<file path="src/rtl/s_mem_scheduler.sv">
// Runs the RC4 engines in index order and arbitrates the single port of the shared S memory.
// Only the engine that currently holds the grant can reach the memory; reads are tagged with their owner.
module s_mem_scheduler #(
   parameter int unsigned ADDR_W   = 8,
   parameter int unsigned DATA_W   = 8,
   parameter int unsigned N_ENG    = 3,
   parameter int unsigned READ_LAT = 1
) (
   input  logic                      clk,
   input  logic                      rst,
   input  logic                      start,
   output logic                      busy,
   output logic                      done,
   output logic                      err,
   output logic [N_ENG-1:0]          eng_start,
   input  logic [N_ENG-1:0]          eng_done,
   output logic [N_ENG-1:0]          eng_gnt,
   input  logic [N_ENG-1:0]          eng_req,
   input  logic [N_ENG-1:0]          eng_wren,
   input  logic [N_ENG*ADDR_W-1:0]   eng_addr,
   input  logic [N_ENG*DATA_W-1:0]   eng_wdata,
   output logic [DATA_W-1:0]         eng_rdata,
   output logic [N_ENG-1:0]          eng_rvalid,
   output logic [ADDR_W-1:0]         mem_addr,
   output logic [DATA_W-1:0]         mem_data,
   output logic                      mem_wren,
   input  logic [DATA_W-1:0]         mem_q
);

   localparam int unsigned PH_W = (N_ENG > 1) ? $clog2(N_ENG) : 1;

   typedef enum logic [2:0] {StIdle, StStart, StRun, StDrain, StDone} state_e;

   state_e              state;
   logic [PH_W-1:0]     ph;
   logic [READ_LAT-1:0] rd_vld;
   logic [PH_W-1:0]     rd_own [READ_LAT];

   logic                rd_issue;
   logic [PH_W-1:0]     rd_issue_own;
   logic                bad_req;

   // Only the granted engine reaches the memory; rst blocks any access in its own cycle.
   always_comb begin
      mem_addr     = '0;
      mem_data     = '0;
      mem_wren     = 1'b0;
      rd_issue     = 1'b0;
      rd_issue_own = '0;
      for (int k = 0; k < N_ENG; k++) begin
         if (!rst && eng_gnt[k] && eng_req[k]) begin
            mem_addr     = eng_addr[k*ADDR_W +: ADDR_W];
            mem_data     = eng_wdata[k*DATA_W +: DATA_W];
            mem_wren     = eng_wren[k];
            rd_issue     = !eng_wren[k];
            rd_issue_own = PH_W'(k);
         end
      end
      bad_req = |(eng_req & ~eng_gnt);
   end

   always_comb begin
      eng_rdata = mem_q;
      for (int k = 0; k < N_ENG; k++) begin
         eng_rvalid[k] = rd_vld[READ_LAT-1] && (rd_own[READ_LAT-1] == PH_W'(k));
      end
   end

   always_ff @(posedge clk) begin
      if (rst) begin
         rd_vld <= '0;
         for (int i = 0; i < READ_LAT; i++) rd_own[i] <= '0;
      end else begin
         rd_vld[0] <= rd_issue;
         rd_own[0] <= rd_issue_own;
         for (int i = 1; i < READ_LAT; i++) begin
            rd_vld[i] <= rd_vld[i-1];
            rd_own[i] <= rd_own[i-1];
         end
      end
   end

   always_ff @(posedge clk) begin
      if (rst) begin
         state     <= StIdle;
         ph        <= '0;
         busy      <= 1'b0;
         done      <= 1'b0;
         err       <= 1'b0;
         eng_start <= '0;
         eng_gnt   <= '0;
      end else begin
         eng_start <= '0;
         err       <= err | bad_req;
         unique case (state)
            StIdle, StDone: begin
               if (start) begin
                  state     <= StStart;
                  ph        <= '0;
                  busy      <= 1'b1;
                  done      <= 1'b0;
                  err       <= bad_req;
                  eng_start <= N_ENG'(1);
               end
            end
            StStart: begin
               state   <= StRun;
               eng_gnt <= N_ENG'(1) << ph;
            end
            StRun: begin
               if (eng_done[ph]) begin
                  state   <= StDrain;
                  eng_gnt <= '0;
               end
            end
            StDrain: begin
               // The next engine starts only once every read of the current owner has returned.
               if (rd_vld == '0) begin
                  if (ph == PH_W'(N_ENG - 1)) begin
                     state <= StDone;
                     busy  <= 1'b0;
                     done  <= 1'b1;
                  end else begin
                     state     <= StStart;
                     ph        <= ph + PH_W'(1);
                     eng_start <= N_ENG'(1) << (ph + PH_W'(1));
                  end
               end
            end
            default: state <= StIdle;
         endcase
      end
   end

endmodule
</file>
<file path="config.mk">
export PLATFORM = sky130hd
export DESIGN_NAME = s_mem_scheduler
export DESIGN_NICKNAME = d
export VERILOG_FILES = /design/src/rtl/s_mem_scheduler.sv
export SDC_FILE = /design/constraint.sdc
export NUM_CORES = 1
export LEC_CHECK = 0
export CAP_MARGIN = 10
export CORE_UTILIZATION = 33
export CTS_CLUSTER_DIAMETER = 100
export CTS_CLUSTER_SIZE = 8
export DETAILED_ROUTE_END_ITERATION = 6
export GPL_TIMING_DRIVEN = 0
export PLACE_DENSITY_LB_ADDON = 0.3
export SYNTH_ARGS = -nofsm -noshare
export SYNTH_HDL_FRONTEND = slang
export SYNTH_SLANG_ARGS = --single-unit
</file>
<file path="constraint.sdc">
create_clock -name clk -period 2.4 [get_ports clk]
set_clock_uncertainty 0.1 [all_clocks]
set_input_delay 0.6 -clock clk [delete_from_list [all_inputs] [get_ports clk]]
set_output_delay 0.6 -clock clk [all_outputs]
set_load 0.05 [all_outputs]
</file>
==> results by stage, run 1 <==
Logic synthesis:
- After synthesis, the mean cell area works out to 7.55 sq um.
- Summing every instance area after synthesis gives 1300 sq um.
- By area the synthesized netlist is led by dfxtp_1 26%, nand2_1 12%, a32oi_1 10%.
- Counting every instance in the synthesized netlist gives 172.
- The synthesized netlist net count is 245.
- For this run, the number of Yosys warnings is 0.
- The number of flip-flops and latches in the synthesized netlist is 17.
- The distinct cell type count after synthesis is 41.
- The fraction of the yosys area taken by sequential cells is 0.262.
- The largest total area in the synthesized netlist belongs to dfxtp_1.
- Of the post-synthesis cell area, the dominant cell type holds 0.262.

Layout:
- The signed area change from the synthesized netlist to the final layout is 107%.
- The total number of nets in the final design is 355.
- For this run, the share of the core covered by cells in the final layout is 0.724.
- Of the cells placed in the final design, the portion with a size suffix greater than 1 is 0.320.
- 0 antenna diodes ended up in the layout.

Timing:
- The final count of pins violating max slew came to 0.
- The share of the clock period used by the worst path after layout is 1.03.
- Setup repair after global routing could not meet its margin everywhere.
- The number of hold-slack violations in the final timing report was 0.
- The headroom to the max-slew limit is 0.644.
- The slew at the pin with the worst max-slew slack is 532 ps.
- For the finished layout, the period the worst path requires is 2480 ps.
- After routing, the total negative slack on setup checks comes to -493 ps.
- Setup violations remaining at the end of the flow were counted as 14.
- Based on the critical path, the design can be clocked at up to 404 MHz.
- The final worst slack is -77.1 ps.

Clocking:
- At the later pin of the worst-skew pair, clock insertion delay measures 250 ps.
- The TritonCTS buffer count is 3.
- The TritonCTS clock tree is built.
- The number of buffers between clock root and the deepest sink is 2.
- The root buffer cell chosen for the clock tree is clkbuf_8.
- The total number of H-tree levels is 1.
- The clock net in this run drives a total of 17 sinks.
- Clock-pin slew was measured on the worst setup and hold paths at 70 ps.

GRT:
- For this run, the total global-route usage over all layers was measured as 0.237.
- The global-route congestion overflow total is 0.
- The global-route wire length before repair is 7.64 mm.
- The largest net degree at the start of global routing is 11.
- The number of antenna violations at the first check in global routing is 0.
- The via count of the first global-routing pass is 1610.

Die:
- The y dimension of the die is 64.7 um.
- The area enclosed by the die boundary is 4190 sq um.
- The total core area is 3720 sq um.
- The starting density of the core is 0.349.
- The number of ports placed on the die boundary is 105.
- The placement row count is 22.
- The die is 64.7 um wide.

Route:
- The number of detailed-route iterations in the first pass is 4.
- The final routed DRC violation total is 0.
- After detailed routing, the number of vias per cell comes to 5.14.
- The number of nets still failing antenna checks after routing is 0.
- The first routing iteration left 75 violations.
- Summed over all layers, the routed wires come to 5.06 mm.
- The average routed wire per standard cell is 15.4 um.
- For this block, the via count after detailed routing is 1691.

Place:
- During placement, the flow inserted port buffers numbering 95.
- The detailed placer's ending HPWL is 3.42 mm.
- The congestion estimate from routability-driven global placement came to 0.834.
- The worst setup timing slack at the placement stage is -1170 ps.

Pwr:
- Power spread over the standard cell area amounts to 358 nW/um^2.
- VDD sags by at most 0.000321 V.
- Summed over all cells, the static leakage comes to 1.10 nW.

Worst hold path:
- The tightest min-delay check is of the flip-flop to flip-flop type.

Setup path:
- The depth of the most critical reg-to-reg path is 5.
- The top fanout value on the critical path is 6.
- The most critical setup path has its startpoint at rst.
- The worst setup path is captured at an output pin.
- In this run the worst setup path terminates at mem_addr[6].
- In this run the critical register-to-register path is launched from ph[0].
- The class of the most critical setup path is primary input to output pin.
- Setup slack on the worst reg-to-reg path comes out at 440 ps.
- The endpoint identified for the worst register-to-register timing path is ph[0].
- At the worst endpoint, the arrival time is 1780 ps.
- The required time at the worst-slack endpoint is 1700 ps.
- STA classifies the critical path startpoint as a primary input.

Status:
- The run finished, with violations left.
- The final reports fail on setup timing.

Job:
- Max-cap violations in this run came to 0.
[flip-flops by register name, indices dropped and copies added (netlist names)]
signal,cells
state,3
ph,2
err,1
rd_vld,1
done,1
eng_start,3
eng_gnt,3
rd_own,2
busy,1
[repair_timing]
item	in CTS	in global routing
gates resized for setup	162	13
gates cloned	3	0
setup endpoints to repair	20	18
pin swaps	21	9
setup buffers	6	2
hold buffers	0	0
[worst min-delay path by stage]
| stage | cells after the start | end | slack, ps | startpoint |
|---|---|---|---|---|
| finish | 2 | err | 360 | err |
| global route | 2 | err | 390 | err |
| CTS | 2 | err | 370 | err |
| detailed placement | 2 | done | 360 | done |
| global placement | 2 | err | 350 | err |
| floorplan | 2 | ph[1] | 440 | ph[1] |
[synth_stat cells (all sizes together)]
master,count
nand2,41
nor3,6
nand2b,1
a222oi,1
nand3,1
a311oi,1
o21ai,5
dfxtp,17
o221a,1
nor4,3
nor2,11
nor2b,1
o211ai,1
a211oi,1
mux2,1
buf,17
a221oi,3
a32oi,15
o31ai,1
nand3b,4
inv,8
and3b,2
or2,1
a21oi,8
ha,5
or3b,1
mux2i,1
nor3b,1
a31o,1
clkbuf,3
and4b,1
and2,3
a31oi,5
[worst max-delay path, stage by stage]
cell      delay [ps]
buf_12           100
nand3b_4         140
and4b_1          200
buf_6            150
buf_12           130
a32oi_2          210
nand2_2           90
buf_8            160
[logic make-up (layout without fill, tap and decap cells)]
logic type,after synthesis,in the layout,synth area share
compound gates,43,43,0.246
mux,2,2,0.0164
fa+ha+maj,5,5,0.0482
flops,17,17,0.262
buf+inv,28,137,0.139
simple gates,77,77,0.289
[layout make-up]
| type | count | area [sq um] |
|---|---|---|
| Clock inverter | 1 | 5.00 |
| Inverter | 8 | 35.0 |
| Fill cell | 275 | 1030 |
| Multi-Input combinational cell | 127 | 930 |
| Sequential cell | 17 | 345 |
| Tap cell | 48 | 60.1 |
| Buffer | 19 | 174 |
| Clock buffer | 3 | 41.3 |
| Timing Repair Buffer | 106 | 1100 |
[cells in the final DEF (no fill, tap or decap), types with 2 or more instances in the layout]
cell / instances
ha_1: 5
nor2_1: 8
buf_2: 3
inv_1: 7
a32oi_2: 12
buf_4: 19
nand2_1: 30
clkdlybuf4s50_1: 72
o21ai_0: 5
nor2_2: 3
nand3b_1: 3
a21oi_1: 7
and3b_1: 2
a32oi_1: 3
nor4_1: 3
buf_12: 2
clkbuf_1: 3
and2_1: 2
buf_16: 2
clkbuf_8: 3
nand2_2: 11
dlygate4sd2_1: 2
nor3_1: 6
dfxtp_1: 15
buf_8: 8
a221oi_2: 3
buf_6: 12
a31oi_1: 5
[where the power goes]
group          switching (mW)  internal, mW  total [mW]
sequential             0.0119         0.299       0.311
combinational           0.221         0.214       0.435
clock                   0.100         0.115       0.215
[routing by layer]
layer | vias to the layer above | track usage | share of wire
li1 | 833 | - | -
met1 | 782 | 0.276 | 0.39
met2 | 70 | 0.441 | 0.54
met3 | 6 | 0.0405 | 0.052
met4 | 0 | 0.0583 | 0.015
met5 | - | 0 | 0
[stage by stage]
step | power [mW] | instances | cell area [sq um] | hold slack, ps
final | 0.962 | 329 | 2690 | 361
after global routing | 1.01 | 329 | 2690 | 389
after CTS | 0.960 | 328 | 2660 | 366
after detailed placement | 0.715 | 315 | 2350 | 356
after global placement | 0.712 | 315 | 2350 | 346
after floorplan | 0.539 | 172 | 1340 | 443
Power figures use the tool's default switching activity.
==> inputs of run 2 (changes only) <==
--- a/config.mk
+++ b/config.mk
@@ -12,6 +12,7 @@
 export DETAILED_ROUTE_END_ITERATION = 6
 export GPL_TIMING_DRIVEN = 0
 export PLACE_DENSITY_LB_ADDON = 0.3
+export SLEW_MARGIN = 20
 export SYNTH_ARGS = -nofsm -noshare
 export SYNTH_HDL_FRONTEND = slang
 export SYNTH_SLANG_ARGS = --single-unit
==> results of run 2 <==
Final layout, timing and power as in run 1 (identical DEF).
==> inputs of run 3 (changes only) <==
--- a/config.mk
+++ b/config.mk
@@ -6,6 +6,7 @@
 export NUM_CORES = 1
 export LEC_CHECK = 0
 export CAP_MARGIN = 10
+export CORE_MARGIN = 8
 export CORE_UTILIZATION = 33
 export CTS_CLUSTER_DIAMETER = 100
 export CTS_CLUSTER_SIZE = 8
==> results by stage, run 3 (synthesis gave the netlist of run 1 again) <==
Status:
- The flow ran to the end, but the final reports show violations.
- The checks that failed: setup timing.

Setup path:
- The endpoint kind of the worst setup timing path is an output pin.
- The required time at the worst-slack endpoint was 1700 ps (about the same).
- The top fanout value on the critical path is 6 (unchanged).
- The slowest cell on the critical path is and4b_1.
- The cell family with the largest share of critical-path delay is buffers and inverters.
- The worst setup path is launched from a primary input.
- The worst path arrival time is 1770 ps (about the same).
- The most common cell type on the critical path is buf_12.
- The critical path is of the primary input to output pin type.
- The longest individual stage delay on the worst path is 210 ps (about the same).
- The number of buffer and inverter stages on the critical path was 4 (unchanged).
- The critical path goes through buf_12, nand3b_4, and4b_1, buf_6, buf_12, a32oi_2, nand2_2, buf_8.

Place:
- The number of port buffers is 95 (unchanged).
- The detailed placer's ending HPWL is 4.15 mm (+21%).
- The routability congestion estimate from global placement is 0.832 (-0.22%).
- The number of placed instances, taps included is 317 (+0.63%).

Pwr:
- The switching power summed over all nets is 335 uW (+0.39%).
- The net switching fraction of the power came to 0.346 (about the same).
- The worst supply voltage drop on vdd is 0.000304 V (-5.3%).
- The power density over the cells came to 361 nW/um^2 (+1.0%).
- The relative contribution of combinational cells to total power was 0.458 (+0.005).
- The internal power consumption is 632 uW (+0.54%).
- The total leakage power is 1.08 nW (-2.2%).
- The post-layout total power came to 967 uW (+0.49%).
- The clock power share came to 0.220 (-0.004).
- The part of the power in registers came to 0.322 (-0.002).

Route:
- The final routed DRC violation total is 0 (unchanged).
- The violation count after the first detailed-routing iteration came to 121 (+61%).
- The routed via count divided by cell count is 5.17 (+0.53%).
- The average routed wire per standard cell was 17.4 um (+13%).
- The number of nets still failing antenna checks after routing is 0 (unchanged).
- The total length of routed wires was 5.72 mm (+13%).
- The via total after detailed routing is 1700 (+0.53%).
- The number of detailed-route iterations in the first pass is 5 (+1).

Layout:
- The signed area change from the synthesized netlist to the final layout is 106%.
- Leaving out fill and tap cells, the most frequent cells in the layout are 72 x clkdlybuf4s50_1, 30 x nand2_1, 16 x dfxtp_1, 15 x buf_4, 13 x buf_6.
- The total number of nets in the final design is 353 (-0.56%).
- The fraction of final layout cells with drive strength greater than 1 came to 0.308 (-0.0120).
- The largest registers in the layout are eng_gnt (3), eng_start (3), state (3).
- The final antenna diode count is 0 (unchanged).
- The number of standard cells in the layout, taps in and fillers out came to 329 (unchanged).
- The most common cell after layout, fill and taps aside is clkdlybuf4s50_1.

Clocking:
- The clock insertion delay at the later pin of the skew report is 250 ps (about the same).
- The TritonCTS clock tree is built.
- The CTS sink count is 17 (unchanged).
- The total number of H-tree levels is 1 (unchanged).
- In this run the clock root is driven by a clkbuf_8.
- The TritonCTS buffer count is 3 (unchanged).
- The number of buffers between clock root and the deepest sink came to 2 (unchanged).
- The clock edge transition at the registers on the reported setup and hold paths is 60 ps (about the same).
- The number of buffers added to fix hold violations after cts was 0 (unchanged).

Timing:
- The number of setup violations in the final report came to 11 (-3).
- The headroom to the max-slew limit is 0.646 (+0.00169).
- The final worst slack is -71.5 ps (+5.55 ps).
- The number of hold-slack violations in the final timing report is 0 (unchanged).
- Setup repair after global routing could not meet its margin everywhere.
- The slew at the pin with the worst max-slew slack is 530 ps (-2.53 ps).
- The top achievable clock speed came to 405 MHz (+0.22%).
- The final count of pins violating max slew was 0 (unchanged).
- The minimum clock period after layout is 2470 ps (-5.55 ps).
- The share of the clock period used by the worst path after layout is 1.03 (-0.00231).

GRT:
- The all-layer global routing usage is 0.169 (-0.0684).
- The global-route congestion overflow total is 0 (unchanged).
- The largest net degree at the start of global routing is 11 (unchanged).
- The number of antenna violations at the first check in global routing is 0 (unchanged).
- The global-route wire length before repair is 8.28 mm (+8.4%).
- The via count of the first global-routing pass is 1660 (+3.1%).

Die:
- The area enclosed by the die boundary is 6200 sq um (+48%).
- The number of ports placed on the die boundary came to 105 (unchanged).
- The starting density of the core is 0.334 (-0.0152).
- The placement row count is 23 (+4.5%).
- The die extent in x is 78.7 um (+22%).
- The y dimension of the die is 78.7 um (+22%).
- The total core area is 3880 sq um (+4.5%).

Worst hold path:
- The class of the worst hold path is flip-flop to flip-flop.

Job:
- The number of max-cap violations is 0 (unchanged).
## run 3: cell types whose count changed in the layout (fill, tap and decap cells not counted), sizes merged
cell	delta
dlygate4sd2	-1
clkdlybuf4s15	+1
buf	-2
## run 3: power groups by stage
stage / sequential, mW / clock [mW] / combinational, mW
4_1_cts: 0.312 / 0.217 / 0.438
5_1_grt: 0.313 / 0.227 / 0.468
2_1_floorplan: 0.352 / 0 / 0.187
6_report: 0.311 / 0.212 / 0.443
3_5_place_dp: 0.319 / 0 / 0.401
3_3_place_gp: 0.318 / 0 / 0.396
## run 3: what timing repair did
action,4_1_cts,5_1_grt
endpoints found under the setup margin,20,20
pin swaps,23,5
cloned,2,0
resized for setup,161,12
setup buffers,5,2
## run 3: per-stage QoR
step	setup TNS [ps]	util	hold slack, ps	cell area, sq um	setup slack [ps]
floorplan	-201	-	443	1340	-21.6
global placement	-18630	0.605	346	2350	-1190
detailed placement	-18440	0.605	351	2350	-1180
CTS	-521	0.676	367	2630	-75.2
global route	-1240	0.689	391	2680	-120
finish	-568	0.689	365	2680	-71.5
## run 3: worst reg2reg max path, cell delays in order (launching register included)
cell	delay, ps
dfxtp_1	470
inv_1	120
ha_1	280
nor4_1	450
mux2_2	390
nor2_1	70
## run 3: layout make-up
cell class | instances | area [sq um]
clock buffer | 3 | 41.3
multi-input combinational | 127 | 927
buffer | 20 | 181
inverter | 8 | 32.5
timing repair buffer | 103 | 1080
clock inverter | 1 | 5.00
fill | 317 | 1210
sequential | 17 | 344
tap | 50 | 62.6
## run 3: final timing paths
path,to,slack [ps],cells after the start,start
max,mem_addr[1],-70,8,rst
min,err,370,2,err
max reg2reg,ph[0],460,5,ph[0]
min reg2reg,err,370,2,err
## run 3: metal layers
layer | vias up | share of wire | wire (um) | global-route usage
met3 | 18 | 0.062 | 354 | 0.0485
met5 | - | 0 | 0 | 0
met4 | 0 | 0.037 | 214 | 0.0852
li1 | 831 | - | - | -
met2 | 52 | 0.54 | 3090 | 0.301
met1 | 799 | 0.36 | 2060 | 0.178
